### config.mk
export PLATFORM = sky130hd
export DESIGN_NAME = tpg_sequencer_flat
export DESIGN_NICKNAME = d
export VERILOG_FILES = /design/src/rtl/tpg_pkg.sv /design/src/rtl/tpg_sequencer_if.sv /design/src/rtl/tpg_pixel_gen.sv /design/src/rtl/tpg_sequencer.sv /design/src/flat_wrapper.sv
export SDC_FILE = /design/constraint.sdc
export NUM_CORES = 1
export LEC_CHECK = 0
export CORE_ASPECT_RATIO = 0.5
export CORE_MARGIN = 1
export CORE_UTILIZATION = 47
export DETAILED_ROUTE_END_ITERATION = 6
export HOLD_SLACK_MARGIN = 0.08
export PLACE_DENSITY = 0.88
export SYNTH_ARGS = -nofsm -noshare
export SYNTH_HDL_FRONTEND = slang
export SYNTH_HIERARCHICAL = 1
export SYNTH_SLANG_ARGS = --single-unit
### constraint.sdc
create_clock -name iCLK -period 2.03 [get_ports iCLK]
set_input_delay 0.203 -clock iCLK [delete_from_list [all_inputs] [get_ports iCLK]]
set_output_delay 0.203 -clock iCLK [all_outputs]
set_load 0.05 [all_outputs]
### src/rtl/tpg_pkg.sv
// Shared encodings and colour constants for the VGA test-pattern sequencer.
package tpg_pkg;

    typedef enum logic [2:0] {
        MODE_BARS    = 3'd0,
        MODE_H_GRAD  = 3'd1,
        MODE_CHECKER = 3'd2,
        MODE_GRID    = 3'd3,
        MODE_SOLID   = 3'd4
    } tpg_mode_e;

    localparam int          MODE_NUM = 5;
    localparam logic [9:0]  FULL     = 10'h3FF;
    localparam logic [29:0] RGB_BLACK = 30'd0;
    localparam logic [29:0] RGB_WHITE = {FULL, FULL, FULL};

    // Bar colours, left to right, as {R,G,B}.
    localparam logic [29:0] BAR_RGB [8] = '{
        {FULL,  FULL,  FULL },
        {FULL,  FULL,  10'd0},
        {10'd0, FULL,  FULL },
        {10'd0, FULL,  10'd0},
        {FULL,  10'd0, FULL },
        {FULL,  10'd0, 10'd0},
        {10'd0, 10'd0, FULL },
        {10'd0, 10'd0, 10'd0}
    };

    function automatic tpg_mode_e mode_sanitize(input logic [2:0] m);
        return (m < 3'(MODE_NUM)) ? tpg_mode_e'(m) : MODE_BARS;
    endfunction

    function automatic tpg_mode_e mode_next(input tpg_mode_e m);
        return (m == MODE_SOLID) ? MODE_BARS : tpg_mode_e'(m + 3'd1);
    endfunction

endpackage

### src/rtl/tpg_sequencer_if.sv
// Pixel/sync bus between color_bar and the sequencer, plus pattern controls.
interface tpg_sequencer_if;
    logic [10:0] iCoord_X;
    logic [10:0] iCoord_Y;
    logic        iVGA_V_SYNC;
    logic        iAuto;
    logic [2:0]  iMode;
    logic        iNext;
    logic [29:0] iSolid_RGB;
    logic [9:0]  oRed;
    logic [9:0]  oGreen;
    logic [9:0]  oBlue;
    logic [2:0]  oMode;
    logic [7:0]  oFrame_cnt;

    modport master (
        output iCoord_X, iCoord_Y, iVGA_V_SYNC, iAuto, iMode, iNext, iSolid_RGB,
        input  oRed, oGreen, oBlue, oMode, oFrame_cnt
    );

    modport slave (
        input  iCoord_X, iCoord_Y, iVGA_V_SYNC, iAuto, iMode, iNext, iSolid_RGB,
        output oRed, oGreen, oBlue, oMode, oFrame_cnt
    );
endinterface

### src/rtl/tpg_pixel_gen.sv
// Stateless pattern generator: maps (mode, X, Y) to a 30-bit {R,G,B} colour.
module tpg_pixel_gen
    import tpg_pkg::*;
#(
    parameter int H_ACTIVE = 640,
    parameter int V_ACTIVE = 480,
    parameter int CHK_LOG2 = 5
) (
    input  tpg_mode_e   mode_i,
    input  logic [10:0] x_i,
    input  logic [10:0] y_i,
    input  logic [29:0] solid_i,
    output logic [29:0] rgb_o
);
    localparam logic [10:0] BAR_W  = 11'(H_ACTIVE / 8);
    localparam logic [10:0] X_LAST = 11'(H_ACTIVE - 1);
    localparam logic [10:0] Y_LAST = 11'(V_ACTIVE - 1);

    logic       active;
    logic [2:0] bar_idx;
    logic       grid_on;

    assign active  = (x_i < 11'(H_ACTIVE)) && (y_i < 11'(V_ACTIVE));
    assign bar_idx = 3'(x_i / BAR_W);
    assign grid_on = (x_i[CHK_LOG2-1:0] == '0) || (y_i[CHK_LOG2-1:0] == '0) ||
                     (x_i == X_LAST) || (y_i == Y_LAST);

    always_comb begin
        rgb_o = RGB_BLACK;
        if (active) begin
            case (mode_i)
                MODE_BARS:    rgb_o = BAR_RGB[bar_idx];
                MODE_H_GRAD:  rgb_o = {x_i[9:0], x_i[9:0], x_i[9:0]};
                MODE_CHECKER: rgb_o = (x_i[CHK_LOG2] ^ y_i[CHK_LOG2]) ? RGB_WHITE : RGB_BLACK;
                MODE_GRID:    rgb_o = grid_on ? RGB_WHITE : RGB_BLACK;
                MODE_SOLID:   rgb_o = solid_i;
                default:      rgb_o = BAR_RGB[bar_idx];
            endcase
        end
    end
endmodule

### src/rtl/tpg_sequencer.sv
// Frame-start detector, pattern-mode FSM and registered pixel output for color_bar.
module tpg_sequencer
    import tpg_pkg::*;
#(
    parameter int H_ACTIVE        = 640,
    parameter int V_ACTIVE        = 480,
    parameter int FRAMES_PER_MODE = 60,
    parameter int CHK_LOG2        = 5
) (
    input  logic            iCLK,
    input  logic            iRST_N,
    tpg_sequencer_if.slave  bus
);
    localparam int            FW       = (FRAMES_PER_MODE > 1) ? $clog2(FRAMES_PER_MODE) : 1;
    localparam logic [FW-1:0] FIM_LAST = FW'(FRAMES_PER_MODE - 1);

    logic          vs_q;
    logic          fs_q;
    logic          next_pend_q;
    tpg_mode_e     mode_q;
    logic [FW-1:0] fim_q;
    logic [7:0]    fcnt_q;
    logic [29:0]   rgb_q;
    logic [29:0]   rgb_d;
    logic          advance;

    tpg_pixel_gen #(
        .H_ACTIVE (H_ACTIVE),
        .V_ACTIVE (V_ACTIVE),
        .CHK_LOG2 (CHK_LOG2)
    ) u_pix (
        .mode_i  (mode_q),
        .x_i     (bus.iCoord_X),
        .y_i     (bus.iCoord_Y),
        .solid_i (bus.iSolid_RGB),
        .rgb_o   (rgb_d)
    );

    // A pending or coincident iNext and the auto rollover share one advance.
    assign advance = next_pend_q || bus.iNext || (bus.iAuto && (fim_q == FIM_LAST));

    always_ff @(posedge iCLK) begin
        if (!iRST_N) begin
            vs_q        <= 1'b1;
            fs_q        <= 1'b0;
            next_pend_q <= 1'b0;
            mode_q      <= MODE_BARS;
            fim_q       <= '0;
            fcnt_q      <= '0;
            rgb_q       <= '0;
        end else begin
            vs_q  <= bus.iVGA_V_SYNC;
            fs_q  <= vs_q && !bus.iVGA_V_SYNC;
            rgb_q <= rgb_d;
            if (fs_q) begin
                next_pend_q <= 1'b0;
                fcnt_q      <= fcnt_q + 8'd1;
                if (advance) begin
                    mode_q <= mode_next(mode_q);
                    fim_q  <= '0;
                end else if (!bus.iAuto) begin
                    mode_q <= mode_sanitize(bus.iMode);
                    fim_q  <= '0;
                end else begin
                    fim_q  <= fim_q + 1'b1;
                end
            end else if (bus.iNext) begin
                next_pend_q <= 1'b1;
            end
        end
    end

    assign bus.oRed       = rgb_q[29:20];
    assign bus.oGreen     = rgb_q[19:10];
    assign bus.oBlue      = rgb_q[9:0];
    assign bus.oMode      = mode_q;
    assign bus.oFrame_cnt = fcnt_q;
endmodule

### src/flat_wrapper.sv
// flat-port wrapper written by rule: the top's interface ports become plain ports
module tpg_sequencer_flat import tpg_pkg::*;
#(
    parameter int H_ACTIVE        = 640,
    parameter int V_ACTIVE        = 480,
    parameter int FRAMES_PER_MODE = 60,
    parameter int CHK_LOG2        = 5
)
  (iCLK, iRST_N, bus_iCoord_X, bus_iCoord_Y, bus_iVGA_V_SYNC, bus_iAuto, bus_iMode, bus_iNext, bus_iSolid_RGB, bus_oRed, bus_oGreen, bus_oBlue, bus_oMode, bus_oFrame_cnt);
  tpg_sequencer_if bus_i ();
  input  logic iCLK;
  input  logic iRST_N;
  input wire logic [$bits(bus_i.iCoord_X)-1:0] bus_iCoord_X;
  input wire logic [$bits(bus_i.iCoord_Y)-1:0] bus_iCoord_Y;
  input wire logic [$bits(bus_i.iVGA_V_SYNC)-1:0] bus_iVGA_V_SYNC;
  input wire logic [$bits(bus_i.iAuto)-1:0] bus_iAuto;
  input wire logic [$bits(bus_i.iMode)-1:0] bus_iMode;
  input wire logic [$bits(bus_i.iNext)-1:0] bus_iNext;
  input wire logic [$bits(bus_i.iSolid_RGB)-1:0] bus_iSolid_RGB;
  output wire logic [$bits(bus_i.oRed)-1:0] bus_oRed;
  output wire logic [$bits(bus_i.oGreen)-1:0] bus_oGreen;
  output wire logic [$bits(bus_i.oBlue)-1:0] bus_oBlue;
  output wire logic [$bits(bus_i.oMode)-1:0] bus_oMode;
  output wire logic [$bits(bus_i.oFrame_cnt)-1:0] bus_oFrame_cnt;
  assign bus_i.iCoord_X = bus_iCoord_X;
  assign bus_i.iCoord_Y = bus_iCoord_Y;
  assign bus_i.iVGA_V_SYNC = bus_iVGA_V_SYNC;
  assign bus_i.iAuto = bus_iAuto;
  assign bus_i.iMode = bus_iMode;
  assign bus_i.iNext = bus_iNext;
  assign bus_i.iSolid_RGB = bus_iSolid_RGB;
  assign bus_oRed = bus_i.oRed;
  assign bus_oGreen = bus_i.oGreen;
  assign bus_oBlue = bus_i.oBlue;
  assign bus_oMode = bus_i.oMode;
  assign bus_oFrame_cnt = bus_i.oFrame_cnt;
  tpg_sequencer #(.H_ACTIVE(H_ACTIVE), .V_ACTIVE(V_ACTIVE), .FRAMES_PER_MODE(FRAMES_PER_MODE), .CHK_LOG2(CHK_LOG2)) u_core (.iCLK(iCLK), .iRST_N(iRST_N), .bus(bus_i));
endmodule
* Word level (Yosys, flattened, before mapping)
Memories as Yosys holds them, arrays and structs flattened.
Index checks and enable logic that the tools add are counted.
** Storage, ports and cells
- Register bits :: 50
- Memory bits (read-only) :: 240
- Input bits :: 60
- Word-level logic and storage cells :: 52
- Memories kept :: 1
** Memories
- (no name shown) :: words 8, bits a word 30, read ports 1, clocked after Yosys merged registers in 0, write ports 0, line tpg_pixel_gen.sv:37 : default: rgb_o = BAR_RGB[bar_idx];
** Cells by class
- Add/sub/neg operators :: 3
- Div/mod/pow operators :: 1
- Order comparisons :: 4
- Equality and inequality tests :: 8
- Multiplexer cells :: 11
- Bitwise operators :: 3
- Reductions and logical operators :: 14
** Operators with widths (number)
- $mux 30 :: 4
- $pmux 30 s4 :: 1
- $mux 3 :: 4
- $mux 6 :: 2
- $div 11x7->11 const B :: 1
- $eq 11x10->1 const B :: 1
- $eq 11x9->1 const B :: 1
- $lt 11x10->1 const B :: 1
- $lt 11x9->1 const B :: 1
- $logic_not 5->1 :: 2
- $add 8x1->8 const B :: 1
- $add 6x1->6 const B :: 1
- $eq 3x2->1 const B :: 2
- $eq 6x6->1 const B :: 1
- $logic_or 1x1->1 :: 5
- $ge 4x4->1 const B :: 1
- $not 3->4 :: 1
- $reduce_and 2->1 :: 2
- $add 3x1->3 const B :: 1
- $eq 3x1->1 const B :: 1
- $eq 3x3->1 const B :: 1
- $logic_and 1x1->1 :: 3
- $lt 3x3->1 const B :: 1
- $ne 2x1->1 const B :: 1
- other kinds (4) :: 4

* Logic depth before layout (Yosys ltp)
Gate-level depths: netlist (run 1).
- Depth after elaboration :: 6
- Gate-level depth with buffers :: 8
- Mapped depth without buffers :: 6

* Hierarchy
The synthesis (run 1) kept the hierarchy.
** Modules (own cells, without submodules)
- tpg_sequencer :: instances 1, cells an instance 166, area an instance 1747.9 µm²
- tpg_pixel_gen :: instances 1, cells an instance 230, area an instance 1343.8 µm²

* Worst setup path before layout (run 1)
OpenSTA, ideal clock, no wires.
- Kind :: register -> register
- Start point :: reg u_core.mode_q[0] (netlist: u_core/bus.oMode[0])
- End point :: reg u_core.rgb_q[0]
- Setup time :: 0.115 ns
- Data arrival time :: 2.057 ns
- Data required time :: 1.915 ns
- Path slack :: -0.142 ns
- Cell stages (with the launch flop) :: 8
- Period minus slack after synthesis :: 2.172 ns
- Path through :: dfxtp_1 clkbuf_1 nor2_1 xor2_1 nand2_1 o311ai_4 a211oi_1 and2_1
** Between the ends
- Longest elaborated chain between the ends :: 2
- Elaborated cells between the ends (all ways) :: 5
- Classes of those cells :: eq/ne (4); mux (1)
** RTL lines
- start, declared :: line tpg_sequencer.sv:20 : tpg_mode_e mode_q;
- start signal, assigned :: line tpg_sequencer.sv:59 : mode_q <= mode_next(mode_q);
- start signal, assigned :: line tpg_sequencer.sv:62 : mode_q <= mode_sanitize(bus.iMode);
- $eq 3x3->1, or another cell as far along :: line tpg_pixel_gen.sv:31 : case (mode_i)
- $pmux 30 s4 * :: line tpg_pixel_gen.sv:31
- end signal, assigned :: line tpg_sequencer.sv:54 : rgb_q <= rgb_d;
- end, declared :: line tpg_sequencer.sv:23 : logic [29:0] rgb_q;
Every way passes the cells marked *; elsewhere a longest branch is shown, timed or not.
A chain may end at the register's enable or synchronous reset.

* Worst setup path after layout (run 1)
- Start point :: in bus_iCoord_X[7]
- End point :: reg u_core.rgb_q[4]
** Between the ends
- Longest elaborated chain between the ends :: 6
- Elaborated cells between the ends (all ways) :: 13
- Classes of those cells :: div (1); order compare (1); eq/ne (1); mux (4); bitwise (1); reduce/logical (4); memory (1)
** RTL lines
- start, declared :: line flat_wrapper.sv:13 : input wire logic [$bits(bus_i.iCoord_X)-1:0] bus_iCoord_X;
- $div 11x7->11 :: line tpg_pixel_gen.sv:24 : assign bar_idx = 3'(x_i / BAR_W);
- $not 3->4 (implied by the code) :: line tpg_pixel_gen.sv:32, tpg_pixel_gen.sv:37
- $mem_v2 8x30
- $mux 30 (implied by the code) (2 in a row) :: line tpg_pixel_gen.sv:37
- $pmux 30 s4 :: line tpg_pixel_gen.sv:31
Several ways; a longest one is shown, not always the timed one. The select of a mux whose other input is x is not followed.

==> results of run 1 <==
[area by class of cell]
cell class	count	area, um^2
Multi-Input combinational cell	310	1970
Fill cell	484	1520
Timing Repair Buffer	151	1410
Sequential cell	50	1000
Clock buffer	6	139
Tap cell	88	110
Inverter	9	33.8
Clock inverter	2	17.5
[cells by family after synthesis]
kind of cell               after synthesis  synth area share (%)
and+or+nand+nor                        176                  29.6
xor gates and xnor gates                15                  4.25
adders and majority gates                4                  1.62
DFF                                     50                  32.4
AOI/OAI and AO/OA                      113                  26.2
buffers and inverters                   37                  5.63
muxes                                    1                 0.324
[cell usage in the layout, fill, tap and decap left out, types with 8 or more instances in the layout]
master and instances:
a21oi_1 35, and2_1 36, buf_4 49, clkdlybuf4s50_1 94, dfxtp_1 48, inv_1 8
nand2_1 74, nor2_1 15, o21ai_0 8, o21ai_1 12, o31a_1 11, xnor2_1 8
[routing by layer]
metal  vias up  routed length, um  GRT usage [%]
met5         -                  0              0
met4         0                101           9.40
met3        12                783           7.16
met2       151               4480           47.5
met1      1577               4140           35.6
li1       1666                  -              -
[cells in the mapped netlist (all sizes together) (2+ instances only)]
master | instances | area share (%)
ha | 4 | 1.6
inv | 9 | 1.1
and2 | 36 | 7.3
nor3 | 3 | 0.49
nor2b | 6 | 1.2
a221o | 2 | 0.65
o211ai | 3 | 0.73
a21boi | 5 | 1.2
a211oi | 10 | 2.4
a31oi | 3 | 1.1
o221ai | 4 | 1.1
a21oi | 35 | 5.7
nand3 | 7 | 1.3
or4 | 3 | 0.85
xnor2 | 8 | 2.3
o21ai | 21 | 3.5
or2 | 3 | 0.61
nand2b | 6 | 1.3
o31ai | 2 | 0.49
nor3b | 2 | 0.49
a221oi | 2 | 0.57
xor2 | 7 | 2.0
buf | 10 | 2.3
clkbuf | 18 | 2.2
and3 | 2 | 0.40
o32ai | 3 | 0.85
nand3b | 2 | 0.89
dfxtp | 50 | 32
o2111ai | 2 | 0.77
nor2 | 16 | 2.0
nand4 | 7 | 1.4
nand2 | 74 | 9.0
o31a | 11 | 3.1
or3 | 5 | 1.0
[flip-flops by register name, summed over array words and instances (netlist names)]
signal and count:
u_core/rgb_q 30, u_core/bus.oFrame_cnt 8, u_core/fim_q 6, u_core/bus.oMode 3
u_core/fs_q 1, u_core/next_pend_q 1, u_core/vs_q 1
[worst min path at each step]
stage / startpoint / endpoint / depth (start not counted)
6_report: u_core/vs_q / u_core/fs_q / 2
5_1_grt: u_core/vs_q / u_core/fs_q / 2
4_1_cts: u_core/vs_q / u_core/fs_q / 2
3_5_place_dp: u_core/vs_q / u_core/fs_q / 2
2_1_floorplan: iRST_N / u_core/vs_q / 1
3_3_place_gp: u_core/vs_q / u_core/fs_q / 2
[critical path, stage by stage]
cell and delay, ns:
clkdlybuf4s50_1 0.49, or2_4 0.30, or4_4 0.52, nand3_2 0.18
a31oi_4 0.15, a211oi_1 0.28, and2_1 0.17
[stage by stage]
step | hold WS (ns) | util (%) | cells | setup TNS [ns] | setup slack, ns
2_1_floorplan | 0.298 | - | 396 | 0 | 0.0192
3_3_place_gp | 0.407 | 72.1 | 607 | -8.61 | -0.367
3_5_place_dp | 0.413 | 72.1 | 607 | -9.44 | -0.424
4_1_cts | 0.422 | 74.5 | 615 | 0 | 0.00102
5_1_grt | 0.437 | 75.5 | 616 | -0.0877 | -0.0832
6_report | 0.419 | 75.5 | 616 | -0.0176 | -0.0176
[power by group]
group	total [uW]	switching (uW)	internal [uW]
sequential	1020	17.5	1000
clock	874	379	495
combinational	638	335	303
total	2530	731	1800
[what timing repair did]
item / 4_1_cts / 5_1_grt
pin swaps: 0 / 1
gates cloned: 0 / 1
gates resized for setup: 4 / 10
setup buffers: 0 / 0
setup endpoints to repair: 11 / 30
==> flow_summary.ini, run 1 <==
[clock_network]
cts.sinks = 50
worstSkewPairLatency_ns = 0.29
clockBufferDepth = 2
path_clk_slew_ns = 0.07
postCtsHoldBufs = 0
cts_tree = done
cts_buffers = 5
clockRootBuffer = clkbuf_16
htreeDepth = 2

[grt]
grt_pass1_wl_um = 14900
grt_max_degree = 33
grt_pass1_vias = 3234
grt_usage_pct = 28.2
gr-total-overflow = 0
antenna_found_initial = 0

[cells_and_area]
stdcell_area_um2 = 4680
drive_above_1_share_pct = 15.9
nNetsFinal = 591
antenna_cells = 0
synthToLayoutAreaGrowth_pct = 51.5

[critical_path]
worstRegToRegCells = 6
worstReg2RegEnd = u_core/rgb_q[4]
crit_path_end_kind = flop
critPathLaunch = bus_iCoord_X[7]
critPathMaxFanout = 5
cp.arrival_ns = 2.29
worstSetupPathType = input port to flop
start_kind = input port
crit_required_ns = 2.27
r2r_slack_ns = 0.19
r2r-start = u_core/bus.oMode[2]
crit_end = u_core/rgb_q[4]

[synthesis]
syn_area_per_cell_um2 = 7.81
async_reset_ff_share_pct = 0
ys_warn_count = 6
synthCells = 396
synth_flop_cell = dfxtp_1
synth.net_count = 460
ys_types = 62
ys_seq_area_share_pct = 32.4
netlist_area_um2 = 3090
synth_edf_count = 0
ys_ff_latch = 50

[timing]
fmax_mhz = 488
fin_crit_sh_pct = 101
setup_viol = 1
finClkSkew_ns = 0.00545
fin_ws_ns = -0.0176
relSlewSlack_pct = 64.0
period_minus_slack_ns = 2.05
hold_viol_final = 0
worst_pin_slew_ns = 0.538
drv_slew = 0

[floorplanning]
die_w_um = 117
row_count = 20
die-area_um2 = 6930
die_y_um = 59.4
start_util_pct = 49.8
io_pins = 101
core_area_um2 = 6210

[routing]
dr.pass1.iters = 5
antenna_left = 0
wl_um = 9500
drcViolationCount = 0
vias = 3406
drt-initial-drc-count = 229
avgViaCountPerCell = 5.53
wl_per_cell_um = 15.4

[power_and_ir_drop]
irDropWorstVdd_mv = 0.338
p_leak_uw = 0.00184
p_per_area_nw_per_um2 = 540
p_total_uw = 2530

[placed_design]
io_buffers = 100
detailed_place_hpwl_um = 7210
gp_congestion = 1.03
post_dp_cell_area_um2 = 4470

[status]
failed_checks = setup timing
status = complete, but fails checks

[run]
drv_cap = 0

[worst_hold_path]
hp-class = flop to flop
Power figures use the tool's default switching activity.
==> inputs of run 2 (changes only) <==
--- a/config.mk
+++ b/config.mk
@@ -8,6 +8,7 @@
 export CORE_ASPECT_RATIO = 0.5
 export CORE_MARGIN = 1
 export CORE_UTILIZATION = 47
+export CTS_BUF_LIST = sky130_fd_sc_hd__clkbuf_16
 export DETAILED_ROUTE_END_ITERATION = 6
 export HOLD_SLACK_MARGIN = 0.08
 export PLACE_DENSITY = 0.88
==> run 2 against run 1 <==
Compared with the run above: the run still ends with setup timing left; power decreased by 1.6%; cell area is 0.21% lower; non-clock buffer count unchanged; sequential share of layout area about the same; die area unchanged; largest cell class unchanged; largest power group unchanged; highest routed layer unchanged.
==> flow_summary.ini, run 2 (same netlist as run 1, synthesis figures left out) <==
[power_and_ir_drop]
switching_share_pct = 29.2
p_per_area_nw_per_um2 = 533
irDropWorstVdd_mv = 0.339
p_leak_uw = 0.00184
switching_power_uw = 728
p_comb_share_pct = 25.6
p_total_uw = 2490
clockPowerShare_pct = 33.4
internal-power_uw = 1760
pwr-share-seq_pct = 40.9

[critical_path]
crit_path_end_kind = flop
start_kind = input port
worstSetupPathType = input port to flop
crit_required_ns = 2.27
critPathMaxFanout = 5
cp.arrival_ns = 2.28

[timing]
hold_viol_final = 0
period_minus_slack_ns = 2.04
worst_pin_slew_ns = 0.541
setup_viol = 1
whs_ns = 0.419
relSlewSlack_pct = 63.8
finClkSkew_ns = 0.00535
drv_slew = 0
fin_crit_sh_pct = 100
fin_ws_ns = -0.00555
fmax_mhz = 491

[cells_and_area]
regMostFlops = u_core/rgb_q
stdcell_count = 616
final_cell_mix = clkdlybuf4s50_1 (94), nand2_1 (74), buf_4 (49)
drive_above_1_share_pct = 15.7
stdcell_area_um2 = 4670
nNetsFinal = 591
synthToLayoutAreaGrowth_pct = 51.2
final_common_cell = clkdlybuf4s50_1
antenna_cells = 0
largest_reg_flops = 30

[routing]
antenna_left = 0
drt-initial-drc-count = 244
vias = 3413
wl_um = 9470
drcViolationCount = 0
wl_per_cell_um = 15.4
dr.pass1.iters = 4
avgViaCountPerCell = 5.54

[clock_network]
htreeDepth = 2
clockRootBuffer = clkbuf_16
cts.sinks = 50
worstSkewPairLatency_ns = 0.29
postCtsHoldBufs = 0
cts_tree = done
path_clk_slew_ns = 0.07
cts_buffers = 5
clockBufferDepth = 2

[grt]
antenna_found_initial = 0
grt_pass1_wl_um = 14800
gr-total-overflow = 0
grt_usage_pct = 28.1
grt_pass1_vias = 3236
grt_max_degree = 33

[placed_design]
io_buffers = 100
post_dp_cell_area_um2 = 4470
dp_cells = 607
detailed_place_hpwl_um = 7210
gp_congestion = 1.03

[floorplanning]
core_area_um2 = 6210
die_w_um = 117
die-area_um2 = 6930
start_util_pct = 49.8
io_pins = 101
die_y_um = 59.4
row_count = 20

[status]
status = complete, but fails checks
failed_checks = setup timing

[worst_hold_path]
hp-class = flop to flop

[run]
drv_cap = 0
run 2: area by class of cell:
type / instances / area [um^2]
clock buffers: 5 / 125
inverters: 9 / 33.8
multi-input cells: 310 / 1970
flip-flops and latches: 50 / 1000
clock inverters: 3 / 21.3
repair buffers: 151 / 1410
fillers: 485 / 1530
well taps: 88 / 110
run 2: path summary, 6_finish.rpt:
kind / slack [ns] / to / cells after the start / from
setup / recovery: -0.006 / u_core/rgb_q[4] / 7 / bus_iCoord_X[7]
hold / removal: 0.42 / u_core/fs_q / 2 / u_core/vs_q
setup reg to reg: 0.18 / u_core/rgb_q[4] / 6 / u_core/bus.oMode[2]
hold reg to reg: 0.42 / u_core/fs_q / 2 / u_core/vs_q
run 2: critical path, stage by stage:
cell,delay (ns)
clkdlybuf4s50_1,0.49
or2_4,0.30
or4_4,0.52
nand3_2,0.17
a31oi_4,0.15
a211oi_1,0.27
and2_1,0.17
run 2: repair_timing:
action,CTS,global route
cloned,0,1
resized for setup,4,10
pin swaps,0,1
setup endpoints to repair,11,30
setup buffers,0,0
run 2: through the flow:
stage          setup WS, ns  utilization, %  setup TNS, ns
4_1_cts             0.00100            74.4              0
5_1_grt             -0.0832            75.3        -0.0876
6_report           -0.00555            75.3       -0.00555
3_3_place_gp         -0.367            72.1          -8.61
2_1_floorplan        0.0192               -              0
3_5_place_dp         -0.424            72.1          -9.44
run 2: metal layers:
layer,vias to the layer above,wire length [um],global-route usage [%]
li1,1664,-,-
met1,1585,4150,35.5
met2,147,4400,47.3
met3,17,751,7.16
met4,0,161,9.40
met5,-,0,0
run 2: power by group through the flow:
stage	clock network, uW	logic (uW)	registers (uW)
after floorplan	0	272	1090
after detailed placement	0	612	1040
final	832	638	1020
after global routing	899	680	1020
after CTS	841	613	1020
after global placement	0	604	1040
==> inputs of run 3 (changes only) <==
--- a/config.mk
+++ b/config.mk
@@ -12,6 +12,7 @@
 export DETAILED_ROUTE_END_ITERATION = 6
 export HOLD_SLACK_MARGIN = 0.08
 export PLACE_DENSITY = 0.88
+export RECOVER_POWER = 50
 export SYNTH_ARGS = -nofsm -noshare
 export SYNTH_HDL_FRONTEND = slang
 export SYNTH_HIERARCHICAL = 1
==> constraint.sdc (replaced) <==
create_clock -name iCLK -period 2 [get_ports iCLK]
set_input_delay 0.2 -clock iCLK [delete_from_list [all_inputs] [get_ports iCLK]]
set_output_delay 0.2 -clock iCLK [all_outputs]
set_load 0.05 [all_outputs]
==> run 3 against run 2 <==
Compared with the run above: the run now ends clean; clock skew shrank 0.0018 ns; die area is the same; sequential share of layout area grew 0.35 points; clock power grew 20%; non-clock buffer count shrank 7; setup slack gained 0.084 ns; global-route usage shrank 0.63 points; final cell count shrank 1.3%; sequential power is essentially flat; via count shrank 1.2%; count of clock-buffer cells in the layout is the same; wire length shrank 0.54%; critical path type is now flop to flop; highest routed layer unchanged.
==> flow_summary.ini, run 3 (same netlist as run 1, synthesis figures left out) <==
[timing]
fin_crit_sh_pct = 96.1
drv_slew = 0
hold_viol_final = 0
rsz0062_at_grt = false
finClkSkew_ns = 0.00351
setup_viol = 0
period_minus_slack_ns = 1.92
worst_pin_slew_ns = 0.545
fmax_mhz = 520
fin_tns_setup_ns = 0
relSlewSlack_pct = 63.5

[clock_network]
clockBufferDepth = 2
worstSkewPairLatency_ns = 0.29
path_clk_slew_ns = 0.07
htreeDepth = 2
clockRootBuffer = clkbuf_16
cts_buffers = 5
cts.sinks = 50
post_cts_buffers = 0
cts_tree = done

[power_and_ir_drop]
switching_share_pct = 28.3
internal-power_uw = 1900
clockPowerShare_pct = 37.6
p_leak_uw = 0.00188
switching_power_uw = 750
p_per_area_nw_per_um2 = 575
p_comb_share_pct = 23.5
irDropWorstVdd_mv = 0.474
p_total_uw = 2650
pwr-share-seq_pct = 38.9

[grt]
grt_max_degree = 33
grt_pass1_wl_um = 14400
grt_pass1_vias = 3099
antenna_found_initial = 0
gr-total-overflow = 0
grt_usage_pct = 27.5

[placed_design]
detailed_place_hpwl_um = 7060
post_dp_cell_area_um2 = 4410
gp_congestion = 0.948
io_buffers = 100

[floorplanning]
row_count = 20
io_pins = 101
die_y_um = 59.4
start_util_pct = 49.8
die_w_um = 117
core_area_um2 = 6210
die-area_um2 = 6930

[cells_and_area]
fillers = 484
drive_above_1_share_pct = 14.6
final_common_cell = nand2_1
antenna_cells = 0
stdcell_area_um2 = 4600
synthToLayoutAreaGrowth_pct = 48.9
final_cell_mix = nand2_1 (74), clkdlybuf4s50_1 (69), dfxtp_1 (47)
seqCellArea_um2 = 1000
multi_input_area_um2 = 1960
utilization_pct = 74.2
largest_reg_flops = 30
nNetsFinal = 583
regMostFlops = u_core/rgb_q

[critical_path]
worstSetupPathType = flop to flop
cp_top_family = compound AO/OA/AOI/OAI gates
start_kind = flop
crit_buf_inv = 1
cp.arrival_ns = 2.11
cp_slowest_cell = dfxtp_2
max_stage_delay_ns = 0.36
crit_chain = clkbuf_2 -> o21ai_0 -> o31ai_2 -> a31oi_4 -> a211oi_2 -> and2_1
critPathMaxFanout = 25
crit_path_end_kind = flop
crit_required_ns = 2.19

[status]
status = complete, no violations

[worst_hold_path]
hp-class = flop to flop

[routing]
wl_per_cell_um = 15.5
drt-initial-drc-count = 319
dr.pass1.iters = 5
avgViaCountPerCell = 5.55
drcViolationCount = 0
wl_um = 9420
antenna_left = 0
vias = 3372

[run]
drv_cap = 0
-- run 3: cell count changes in the layout (fill, tap and decap cells not counted), sizes merged --
| cell | previous run | this run |
|---|---|---|
| inv | 9 | 10 |
| buf | 52 | 42 |
| clkdlybuf4s15 | 0 | 1 |
| a31oi | 4 | 3 |
| clkinv | 3 | 1 |
| clkbuf | 5 | 9 |
| dlygate4sd2 | 4 | 2 |
| clkdlybuf4s50 | 94 | 69 |
| dlygate4sd3 | 0 | 25 |
| bufinv | 0 | 1 |
-- run 3: worst paths after layout --
check                                    startpoint         endpoint  slack, ns  cells after the start
worst max register to register  u_core/bus.oMode[1]  u_core/rgb_q[2]       0.08                      6
worst max-delay path            u_core/bus.oMode[1]  u_core/rgb_q[2]       0.08                      6
worst min register to register          u_core/vs_q      u_core/fs_q       0.43                      2
worst min-delay path                    u_core/vs_q      u_core/fs_q       0.43                      2
-- run 3: worst register-to-register path, stage by stage (launching register included) --
cell,delay (ns)
dfxtp_2,0.36
clkbuf_2,0.35
o21ai_0,0.33
o31ai_2,0.15
a31oi_4,0.33
a211oi_2,0.13
and2_1,0.18
-- run 3: what timing repair did --
action | 4_1_cts | 5_1_grt
hold buffers | 0 | 0
gates resized for setup | 8 | 7
pin swaps | 2 | 1
gates cloned | 0 | 0
endpoints found under the setup margin | 30 | 23
-- run 3: power by group through the flow --
stage,logic [uW],registers [uW],clock network (uW)
after floorplan,276,1110,0
after global placement,599,1050,0
after detailed placement,607,1050,0
after CTS,615,1030,1000
after global routing,657,1030,1050
final,621,1030,996
-- run 3: metal layers --
layer | global-route usage (%) | vias up | share of wire [%]
met4 | 8.50 | 0 | 2.1
met2 | 46.2 | 159 | 46
met3 | 5.01 | 21 | 7.3
met1 | 36.3 | 1551 | 44
met5 | 0 | - | 0
li1 | - | 1641 | -
-- run 3: area by class of cell --
type	count	area share, %
Multi-Input combinational cell	309	42.5
Tap cell	88	2.39
Sequential cell	50	21.8
Inverter	9	0.734
Clock buffer	5	2.72
Timing Repair Buffer	144	28.8
Clock inverter	3	1.03
-- run 3: stage by stage --
stage | hold WS, ns | worst slack [ns] | cells
floorplan | 0.295 | 0.0170 | 396
global placement | 0.406 | -0.420 | 600
detailed placement | 0.421 | -0.488 | 600
CTS | 0.432 | 0.0206 | 608
global route | 0.444 | 0.0153 | 608
finish | 0.429 | 0.0786 | 608
